File: src/rtl/rr_bus_responder.sv
// -----------------------------------------------------------------------------
// rr_bus_responder
//   Target-side responder for the two-core shared memory bus. Two initiators
//   (core0, core1) raise a level request with address/rw/data held. The block
//   arbitrates round-robin, runs a fixed-wait-state access on the single
//   RAM/GPIO port and signals completion with a one-cycle grant pulse, with
//   read data valid in that same cycle.
//
// Ports
//   clk              system clock, rising edge
//   reset            asynchronous, active-low reset
//   coreN_request    level request from core N
//   coreN_grant      one-cycle completion pulse to core N
//   coreN_data_in    write data from core N
//   coreN_data_out   read data returned to core N (held until its next read)
//   coreN_address    address from core N
//   coreN_rw         1 = write, 0 = read
//   RAM_address      address to memory (holds its last value when idle)
//   RAM_data_in      write data to memory (holds its last value when idle)
//   RAM_data_out     read data from memory
//   rw               memory write enable, high only during a write access
// -----------------------------------------------------------------------------
module rr_bus_responder #(
  parameter int DATA_W         = 8,
  parameter int ADDR_W         = 9,
  parameter int WAIT_CYCLES    = 2,
  parameter int FIRST_PRIORITY = 0
) (
  input  logic              clk,
  input  logic              reset,
  input  logic              core0_request,
  output logic              core0_grant,
  input  logic [DATA_W-1:0] core0_data_in,
  output logic [DATA_W-1:0] core0_data_out,
  input  logic [ADDR_W-1:0] core0_address,
  input  logic              core0_rw,
  input  logic              core1_request,
  output logic              core1_grant,
  input  logic [DATA_W-1:0] core1_data_in,
  output logic [DATA_W-1:0] core1_data_out,
  input  logic [ADDR_W-1:0] core1_address,
  input  logic              core1_rw,
  output logic [ADDR_W-1:0] RAM_address,
  output logic [DATA_W-1:0] RAM_data_in,
  input  logic [DATA_W-1:0] RAM_data_out,
  output logic              rw
);

  localparam logic [1:0] ST_IDLE   = 2'd0;
  localparam logic [1:0] ST_ACCESS = 2'd1;
  localparam logic [1:0] ST_RESP   = 2'd2;
  localparam logic [1:0] ST_GAP    = 2'd3;

  // Counter value of the final ACCESS cycle; read data is captured on its edge.
  localparam logic [3:0] LAST_CNT   = 4'(WAIT_CYCLES - 1);
  localparam logic       FIRST_PRIO = (FIRST_PRIORITY != 0) ? 1'b1 : 1'b0;

  logic [1:0]        state_r;
  logic [3:0]        cnt_r;
  logic              prio_r;     // core that wins when both request
  logic              owner_r;    // core being served
  logic              rw_lat_r;   // latched direction of the current access
  logic [ADDR_W-1:0] ram_addr_r; // latched address, also drives RAM_address
  logic [DATA_W-1:0] ram_wdata_r;
  logic              rw_r;
  logic              grant0_r;
  logic              grant1_r;
  logic [DATA_W-1:0] data0_r;
  logic [DATA_W-1:0] data1_r;

  logic              req_any_s;
  logic              sel_owner_s;
  logic              sel_rw_s;
  logic [ADDR_W-1:0] sel_addr_s;
  logic [DATA_W-1:0] sel_data_s;

  // Round-robin selection of the next owner and its transaction fields.
  always_comb begin
    req_any_s   = core0_request | core1_request;
    sel_owner_s = 1'b0;
    if (core0_request && core1_request) begin
      sel_owner_s = prio_r;
    end else if (core1_request) begin
      sel_owner_s = 1'b1;
    end else begin
      sel_owner_s = 1'b0;
    end
    if (sel_owner_s) begin
      sel_rw_s   = core1_rw;
      sel_addr_s = core1_address;
      sel_data_s = core1_data_in;
    end else begin
      sel_rw_s   = core0_rw;
      sel_addr_s = core0_address;
      sel_data_s = core0_data_in;
    end
  end

  // Transaction FSM: IDLE -> ACCESS (WAIT_CYCLES) -> RESP -> GAP -> IDLE.
  // All outputs are registered; rw and the grants are set on the edge that
  // enters the state in which they must be visible.
  always_ff @(posedge clk or negedge reset) begin
    if (!reset) begin
      state_r     <= ST_IDLE;
      cnt_r       <= 4'd0;
      prio_r      <= FIRST_PRIO;
      owner_r     <= 1'b0;
      rw_lat_r    <= 1'b0;
      ram_addr_r  <= {ADDR_W{1'b0}};
      ram_wdata_r <= {DATA_W{1'b0}};
      rw_r        <= 1'b0;
      grant0_r    <= 1'b0;
      grant1_r    <= 1'b0;
      data0_r     <= {DATA_W{1'b0}};
      data1_r     <= {DATA_W{1'b0}};
    end else begin
      case (state_r)
        ST_IDLE: begin
          grant0_r <= 1'b0;
          grant1_r <= 1'b0;
          if (req_any_s) begin
            owner_r     <= sel_owner_s;
            rw_lat_r    <= sel_rw_s;
            ram_addr_r  <= sel_addr_s;
            ram_wdata_r <= sel_data_s;
            rw_r        <= sel_rw_s;
            cnt_r       <= 4'd0;
            state_r     <= ST_ACCESS;
          end else begin
            rw_r    <= 1'b0;
            state_r <= ST_IDLE;
          end
        end
        ST_ACCESS: begin
          cnt_r <= cnt_r + 4'd1;
          if (cnt_r == LAST_CNT) begin
            rw_r    <= 1'b0;
            state_r <= ST_RESP;
            if (owner_r) begin
              grant1_r <= 1'b1;
              if (!rw_lat_r) begin
                data1_r <= RAM_data_out;
              end
            end else begin
              grant0_r <= 1'b1;
              if (!rw_lat_r) begin
                data0_r <= RAM_data_out;
              end
            end
          end else begin
            state_r <= ST_ACCESS;
          end
        end
        ST_RESP: begin
          grant0_r <= 1'b0;
          grant1_r <= 1'b0;
          prio_r   <= ~owner_r;
          state_r  <= ST_GAP;
        end
        ST_GAP: begin
          state_r <= ST_IDLE;
        end
        default: begin
          rw_r     <= 1'b0;
          grant0_r <= 1'b0;
          grant1_r <= 1'b0;
          state_r  <= ST_IDLE;
        end
      endcase
    end
  end

  assign core0_grant    = grant0_r;
  assign core1_grant    = grant1_r;
  assign core0_data_out = data0_r;
  assign core1_data_out = data1_r;
  assign RAM_address    = ram_addr_r;
  assign RAM_data_in    = ram_wdata_r;
  assign rw             = rw_r;

endmodule
File: config.mk
export PLATFORM = sky130hd
export DESIGN_NAME = rr_bus_responder
export DESIGN_NICKNAME = d
export VERILOG_FILES = /design/src/rtl/rr_bus_responder.sv
export SDC_FILE = /design/constraint.sdc
export NUM_CORES = 1
export LEC_CHECK = 0
export ABC_AREA = 0
export CORE_UTILIZATION = 25
export DETAILED_ROUTE_END_ITERATION = 10
export PLACE_DENSITY_LB_ADDON = 0.05
export SETUP_SLACK_MARGIN = 0.1
export SLEW_MARGIN = 25
export SYNTH_ARGS = -nofsm -noshare
export SYNTH_HDL_FRONTEND = slang
export SYNTH_SLANG_ARGS = --single-unit
File: constraint.sdc
create_clock -name clk -period 4.31 [get_ports clk]
set_input_delay 0.6465 -clock clk [delete_from_list [all_inputs] [get_ports clk]]
set_output_delay 0.6465 -clock clk [all_outputs]
set_load 0.01 [all_outputs]
== After elaboration in Yosys (flattened, before gate mapping) ==
Index checks and enable logic that the tools add are counted.

* Bits in registers: 45
* Bits of input ports: 48

* Add/subtract/negate cells: 1
* Equality and inequality tests: 8
* Muxes and demuxes: 19
* Bitwise gates (word level): 3
* Reduce and logical (&&, ||, !) cells: 12

{| class="wikitable"
|+ Operator list
! cell !! count
|-
| $mux 1 || 10
|-
| $mux 9 || 1
|-
| $mux 8 || 1
|-
| $ne 2x2->1 const B || 4
|-
| $pmux 2 s4 || 1
|-
| $pmux 4 s2 || 1
|-
| $reduce_and 4->1 || 2
|-
| $pmux 1 s2 || 3
|-
| $reduce_and 2->1 || 3
|-
| $reduce_and 3->1 || 2
|-
| $add 4x1->4 const B || 1
|-
| $eq 2x2->1 const B || 2
|-
| $eq 4x1->1 const B || 1
|-
| $mux 4 || 1
|-
| $reduce_bool 2->1 || 2
|-
| $eq 2x1->1 const B || 1
|-
| $logic_not 2->1 || 1
|-
| $mux 2 || 1
|-
| $not 1->1 || 2
|-
| $reduce_or 2->1 || 1
|-
| $logic_and 1x1->1 || 1
|-
| $or 1x1->1 || 1
|}

== Logic depth before layout (Yosys ltp) ==
* Word-level depth: 5
* Mapped depth: 7
* Depth with buffers taken out: 5

== Worst setup path before layout ==
No wires, ideal clock.

* Kind: register to register
* Start point: register cnt_r[1]
* End point: register data1_r[0], in the netlist core1_data_out[0]
* Arrival time: 1.935 ns
* Data required time: 4.185 ns
* Path slack: 2.250 ns
* Stages on the path, launching flop included: 8
* Path buffers: 2
* Period minus slack after synthesis: 2.060 ns
* Cells stage by stage: dfrtp_1 > inv_1 > ha_1 > or3b_1 > buf_2 > or4b_4 > buf_6 > mux2_4

* Longest elaborated chain between the ends: 2

{| class="wikitable"
|+ Ends and longest elaborated chain
! element !! line !! RTL
|-
| from (decl) || 59 || <nowiki>logic [3:0] cnt_r;</nowiki>
|-
| from (signal assigned) || 135 || <nowiki>cnt_r <= cnt_r + 4'd1;</nowiki>
|-
| $eq 4x1->1 || 136 || <nowiki>if (cnt_r == LAST_CNT) begin</nowiki>
|-
| $reduce_and 4->1 (no source line) || - ||
|-
| to (signal assigned) || 115 || <nowiki>data1_r <= {DATA_W{1'b0}};</nowiki>
|-
| to (signal assigned) || 142 || <nowiki>data1_r <= RAM_data_out;</nowiki>
|-
| to (decl) || 69 || <nowiki>logic [DATA_W-1:0] data1_r;</nowiki>
|}

Every way passes these cells.
A chain may end at the register's enable or synchronous reset.

== Worst setup path after layout ==
* Start point: input port core1_request
* End point: register ram_wdata_r[5], in the netlist RAM_data_in[5]

* Longest elaborated chain between the ends: 3

{| class="wikitable"
|+ Ends and longest elaborated chain
! element !! line !! RTL
|-
| from (decl) || 37 || <nowiki>input logic core1_request,</nowiki>
|-
| $mux 1 / $logic_and 1x1->1 (equally long branches) || 83, 81 ||
|-
| $mux 1 || 81 || <nowiki>if (core0_request && core1_request) begin</nowiki>
|-
| $mux 8 || 88 || <nowiki>if (sel_owner_s) begin</nowiki>
|-
| to (signal assigned) || 110 || <nowiki>ram_wdata_r <= {DATA_W{1'b0}};</nowiki>
|-
| to (signal assigned) || 125 || <nowiki>ram_wdata_r <= sel_data_s;</nowiki>
|-
| to (decl) || 64 || <nowiki>logic [DATA_W-1:0] ram_wdata_r;</nowiki>
|}

Parallel ways exist; a longest one is shown, timed or not.

==> impl_metrics.ini <==
[power]
internal_power_mw = 1.31
ir_drop_uv = 184
pwr-share-clk = 0.145
combPwrFrac = 0.476
p_leak_nw = 1.24
switching_share = 0.345
p_per_area_mw_per_mm2 = 651
switchingPower_uw = 693
p_seq_frac = 0.379

[critical_path]
reg2reg_slack_ps = 2100
startpoint_type = input port
worstPathArrival_ps = 2400
path_max_fanout = 22
worstPathRequired_ps = 4490
endpoint_kind = register
critPathKind = in2reg

[min_path]
hold_class = in2async

[final_layout]
antenna_cells = 0
syn2layout_area_growth_pct = 48.9
layout-drive-gt1-share = 0.115
fin_util = 0.391
nNetsFinal = 319

[yosys]
ys_types = 34
syn_nets = 242
avgSynthCellArea_um2 = 10.8
ys_ff_latch = 45
yosysSeqAreaShare = 0.544
yosys.area.top_type = dfrtp_1
yosysTopAreaCellShare = 0.544
syn_inst = 192
synth_warnings = 0
synth_area_leaders = dfrtp_1 54%, mux2_4 5.8%, a31oi_1 5.4%
syn_area_mm2 = 0.00207

[die]
fp.dieH_um = 93.0
row_count = 32
dieArea_mm2 = 0.00865
num_io_pins = 84
initial_core_util = 0.263
die_width_um = 93.0
core-area_mm2 = 0.00789

[timing]
rsz0062_at_grt = no
post-route-period-util = 0.516
slew_headroom = 0.484
tightest_slew_ps = 773
fin_setup_tns_ps = 0
final_hold_viol_count = 0
post-route-min-period_ps = 2230
fmax_mhz = 449
setup_viol = 0
fin_skew_ps = 5.90
maxSlewViolCount = 0

[clock_network]
hold_buffers = 0
cts_tree = yes
clkSlewWorstSetupHoldPaths_ps = 90
cts_resized = 0
insertion_delay_ps = 300
cts_root_buf = clkbuf_8
cts_buffers = 5
cts_setup_buffers = 0
h-tree-depth = 2
cts_buffer_depth = 2
clkSinkCount = 45

[drt]
wl_per_cell_um = 16.0
postRouteWirelength_um = 5960
drtAntennaViolNets = 0
via_per_inst = 4.82
first_iter_violations = 61
drc = 0
vias = 1792
first_pass_iters = 4

[global_routing]
met1_usage = 0.191
globalRoute.busiestLayer = met2
grt-ovfl-total = 0
grtUsageMet2 = 0.233
antenna_found_initial = 0
grt_pass1_vias = 1885
grt_pass1_wl_um = 9780
grt_max_degree = 46
met3_usage = 0.0569
grt_usage = 0.147

[placement]
gp_congestion = 0.749
hpwl_um = 4060
port-buffer-count = 83

[run]
cap_violations = 0

[outcome]
status = complete, no violations
kinds of logic (layout without fill, tap and decap cells):
logic type                 count (synthesis)  after routing  synth area share
DFF                                       45             45             0.544
xor gates and xnor gates                   1              1           0.00423
adders and majority gates                  2              2            0.0121
buffers and inverters                     19             97            0.0393
muxes                                     16             16             0.102
AOI/OAI and AO/OA                         66             66             0.182
and+or+nand+nor                           43             43             0.117
routing by layer:
layer,wire (µm),vias up
li1,-,859
met1,2790,877
met2,2740,51
met3,390,5
met4,36,0
met5,0,-
power by group through the flow:
| stage | clock (mW) | combinational (mW) | sequential, mW |
|---|---|---|---|
| detailed placement | 0 | 0.969 | 0.768 |
| finish | 0.291 | 0.955 | 0.762 |
| CTS | 0.301 | 0.969 | 0.765 |
| global route | 0.317 | 1.04 | 0.796 |
| floorplan | 0 | 0.401 | 0.827 |
| global placement | 0 | 0.967 | 0.773 |
cells in the mapped netlist:
master and n:
dfrtp_1 45, nand3_1 21, o21ai_0 21, a21oi_1 18
a31oi_1 18, clkbuf_1 13, mux2_4 8, mux2_2 7
nor2_1 4, o211ai_1 4, nand2_1 3, nand2b_1 3
buf_2 2, ha_1 2, inv_1 2, o21a_1 2
or2_2 2, a32o_1 1, buf_1 1, buf_6 1
mux2_1 1, nand3b_1 1, nand4b_1 1, nor2b_1 1
nor3_1 1, nor3b_1 1, o2111ai_1 1, o22ai_1 1
or2b_1 1, or3_1 1, or3b_1 1, or4_1 1
or4b_4 1, xor2_1 1
path summary, 6_finish.rpt:
kind | endpoint | start | cells past startpoint
max reg2reg | core0_data_out[0]$_DFFE_PN0P_ | cnt_r[1]$_DFFE_PN0P_ | 5
min in group clk | core0_data_out[0]$_DFFE_PN0P_ | core0_data_out[0]$_DFFE_PN0P_ | 1
min | core1_grant$_DFFE_PN0P_ | reset | 1
min reg2reg | core0_data_out[0]$_DFFE_PN0P_ | core0_data_out[0]$_DFFE_PN0P_ | 1
max | RAM_data_in[5]$_DFFE_PN0P_ | core1_request | 6
max in group asynchronous | RAM_data_in[0]$_DFFE_PN0P_ | reset | 1
metrics by stage:
step	worst slack [ps]	hold slack (ps)	instances	area [µm²]	power, mW
after floorplan	2250	351	192	2070	1.23
after global placement	1810	487	364	2980	1.74
after detailed placement	1760	489	364	2980	1.74
after CTS	2060	363	372	3080	2.04
after global routing	1980	378	372	3080	2.16
final	2080	346	372	3080	2.01
registers in the layout, summed over array words and instances, names as in the netlist, named ones only:
name,count
owner_r,1
cnt_r,4
core1_data_out,8
rw_lat_r,1
state_r,1
RAM_address,9
RAM_data_in,8
rw,1
core0_grant,1
prio_r,1
core1_grant,1
core0_data_out,8
cell usage in the layout (no fill, tap or decap), drive strengths merged, types with 2 or more instances in the layout:
cell	n
clkdlybuf4s50	82
dfrtp	45
nand3	21
o21ai	21
a21oi	18
a31oi	18
mux2	16
clkbuf	7
buf	5
nor2	4
o211ai	4
nand2b	3
nand2	3
or2	2
inv	2
o21a	2
ha	2
final cells by class:
type	instances	area [µm²]
inverters	2	7.51
clock buffers	7	96.3
well taps	102	128
fillers	769	4800
clock inverters	1	5.00
multi-input cells	128	863
repair buffers	87	858
flip-flops and latches	45	1130
worst max-delay path: stages:
cell             delay, ps
clkdlybuf4s50_1        450
buf_4                  250
nor2_1                 120
nor2_1                 500
buf_4                  320
a31oi_1                110
Power figures use the tool's default switching activity.
==> edit (config.mk and constraints unchanged) <==
The parameter `FIRST_PRIORITY` goes from 0 to 1.
--- a/src/rtl/rr_bus_responder.sv
+++ b/src/rtl/rr_bus_responder.sv
@@ -24,7 +24,7 @@
   parameter int DATA_W         = 8,
   parameter int ADDR_W         = 9,
   parameter int WAIT_CYCLES    = 2,
-  parameter int FIRST_PRIORITY = 0
+  parameter int FIRST_PRIORITY = 1
 ) (
   input  logic              clk,
   input  logic              reset,
Check against the original RTL: not equivalent (a bounded check fails within 4 cycles, from zero or initial values and one cycle with reset low).
==> edit against the original RTL <==
Routed wire length shrank 2.4%; worst setup slack lost 0.062 ns; synthesized area is essentially flat; power grew 2.0%; cell area grew 0.53%; sequential cell count is the same; via count shrank 0.11%; critical path depth is the same; non-clock buffer count is the same; critical path type unchanged.
==> edit: results (changes against the original RTL) <==
* Post-synth EDFFs: 0 (unchanged)
- The portion of the post-synthesis area used by sequential elements was 0.544 (about the same).
- Share of synthesized area spent on multiplexers: 0.101 (about the same)
- Number of H-tree levels: 2 (unchanged)
- Ranked by instance count, the synthesized netlist is headed by sky130_fd_sc_hd__dfrtp_1, sky130_fd_sc_hd__nand3_1, sky130_fd_sc_hd__o21ai_0.
* Synth Area in Compound Gates: 0.182 (about the same)
- The unique cell type count in the Yosys netlist is 35 (+2.9%).
- Number of flip-flops in the largest register: 9 (unchanged)
- Type of origin of the critical path: input pin
* Worst flop-to-flop path startpoint: cnt_r[1]$_DFFE_PN0P_
- The slack of the worst reg-to-reg path is 2.13 ns (+0.03 ns).
* Leakage Power: 1.24 nW (+0.18%)
- Postcts setup bufs: 0 (unchanged)
- Tracing the worst setup path back leads to its startpoint at core1_request.
* Largest net degree at the start of global routing: 46 (unchanged)
- The final instance count without filler cells was 372 (unchanged).
- The number of vias after detailed routing is 1790 (-0.11%).
- The detail-routed net length per standard cell was 15.6 um (-2.4%).
- The first-pass iteration count of the detailed router is 4 (unchanged).
* Average size of a mapped cell: 10.8 sq um (about the same)
* Top delay family on crit path: buffers and inverters
* VDD IR max: 0.266 mV (+45%)
* Xor-xnor portion of the synthesized cell area: 0.00423 (about the same)
- The critical path ends at RAM_data_in[4]$_DFFE_PN0P_.
- The share of layout cells above drive strength 1 came to 0.119 (+0.00370).
- Setup Skew: 0.00616 ns (+0.000267 ns)
- The placed wire-length estimate is 4010 um (-1.2%).
- Endpoint of the worst-slack reg-to-reg timing path: core0_data_out[0]$_DFFE_PN0P_
- The largest stage delay on the critical path was 0.58 ns (+0.08 ns).
* Clock slew at reported path FFs: 0.08 ns
- Global-route wire length before repair: 9470 um (-3.2%)
- The area share of fa/ha/maj cells after synthesis is 0.0121 (about the same).
- The data arrival time of the critical path was 2.46 ns (+0.06 ns).
- The weighted congestion at the end of routability-driven global placement came to 0.733 (-2.3%).
- Result of the run: finished, final reports clean
- The standard cell area after detailed placement was 0.00298 sq mm (about the same).
- The total routing resource utilization after global routing is 0.141 (-0.00574).
- Final #Nets: 319 (unchanged)
- Main area contributors after synthesis: sky130_fd_sc_hd__dfrtp_1, sky130_fd_sc_hd__mux2_4, sky130_fd_sc_hd__a31oi_1, sky130_fd_sc_hd__nand3_1, sky130_fd_sc_hd__o21ai_0
- Total of buffers placed on input and output ports: 83 (unchanged)
* Number of antenna repair diodes: 0 (unchanged)
* Largest fanout of any net on the critical path: 22 (unchanged)
- The measured slew at the worst slew-check pin is 0.745 ns (-0.0282 ns).
- The maximum count of clock buffers along a single path came to 2 (unchanged).
- The initial core utilization was 0.263 (about the same).
- The async set-or-reset flop fraction in the synthesized netlist is 1.00 (unchanged).
- Drt initial violations: 81 (+33%)
-- edit: layer usage --
layer / GRT usage / wire (um)
met4: 0.0526 / 114
met1: 0.190 / 2660
met3: 0.0423 / 404
met5: 0 / 0
met2: 0.214 / 2630
-- edit: how the worst min path moves through the flow --
stage	depth (start not counted)	from	end
floorplan	0	reset	RAM_address[0]$_DFFE_PN0P_
global placement	1	core0_data_out[0]$_DFFE_PN0P_	core0_data_out[0]$_DFFE_PN0P_
detailed placement	1	core0_grant$_DFFE_PN0P_	core0_grant$_DFFE_PN0P_
CTS	2	reset	cnt_r[3]$_DFFE_PN0P_
global route	2	reset	RAM_data_in[5]$_DFFE_PN0P_
finish	2	reset	state_r[0]$_DFF_PN0_
-- edit: stage by stage --
stage / hold slack [ns] / setup slack (ns)
after floorplan: 0.351 / 2.25
after global placement: 0.482 / 1.67
after detailed placement: 0.485 / 1.71
after CTS: 0.454 / 2.02
after global routing: 0.484 / 1.84
final: 0.434 / 2.02
-- edit: kinds of logic (layout without fill, tap and decap cells) --
kind of cell	Yosys count	in the layout
AO/OA/AOI/OAI	66	66
XOR/XNOR	1	1
adder cells (fa/ha/maj)	2	2
buffers and inverters	19	97
flip-flops	45	45
multiplexers	16	16
AND/OR/NAND/NOR	43	43
-- edit: final cells by class --
class                   instances  area, sq um
fillers                       767         4790
flip-flops and latches         45         1130
multi-input cells             128          866
repair buffers                 87          856
well taps                     102          128
clock buffers                   7         86.3
clock inverters                 1         30.0
inverters                       2         7.51
-- edit: report_power, final --
part | internal, mW | switching, mW
Sequential | 0.630 | 0.135
Clock | 0.189 | 0.142
Combinational | 0.540 | 0.411
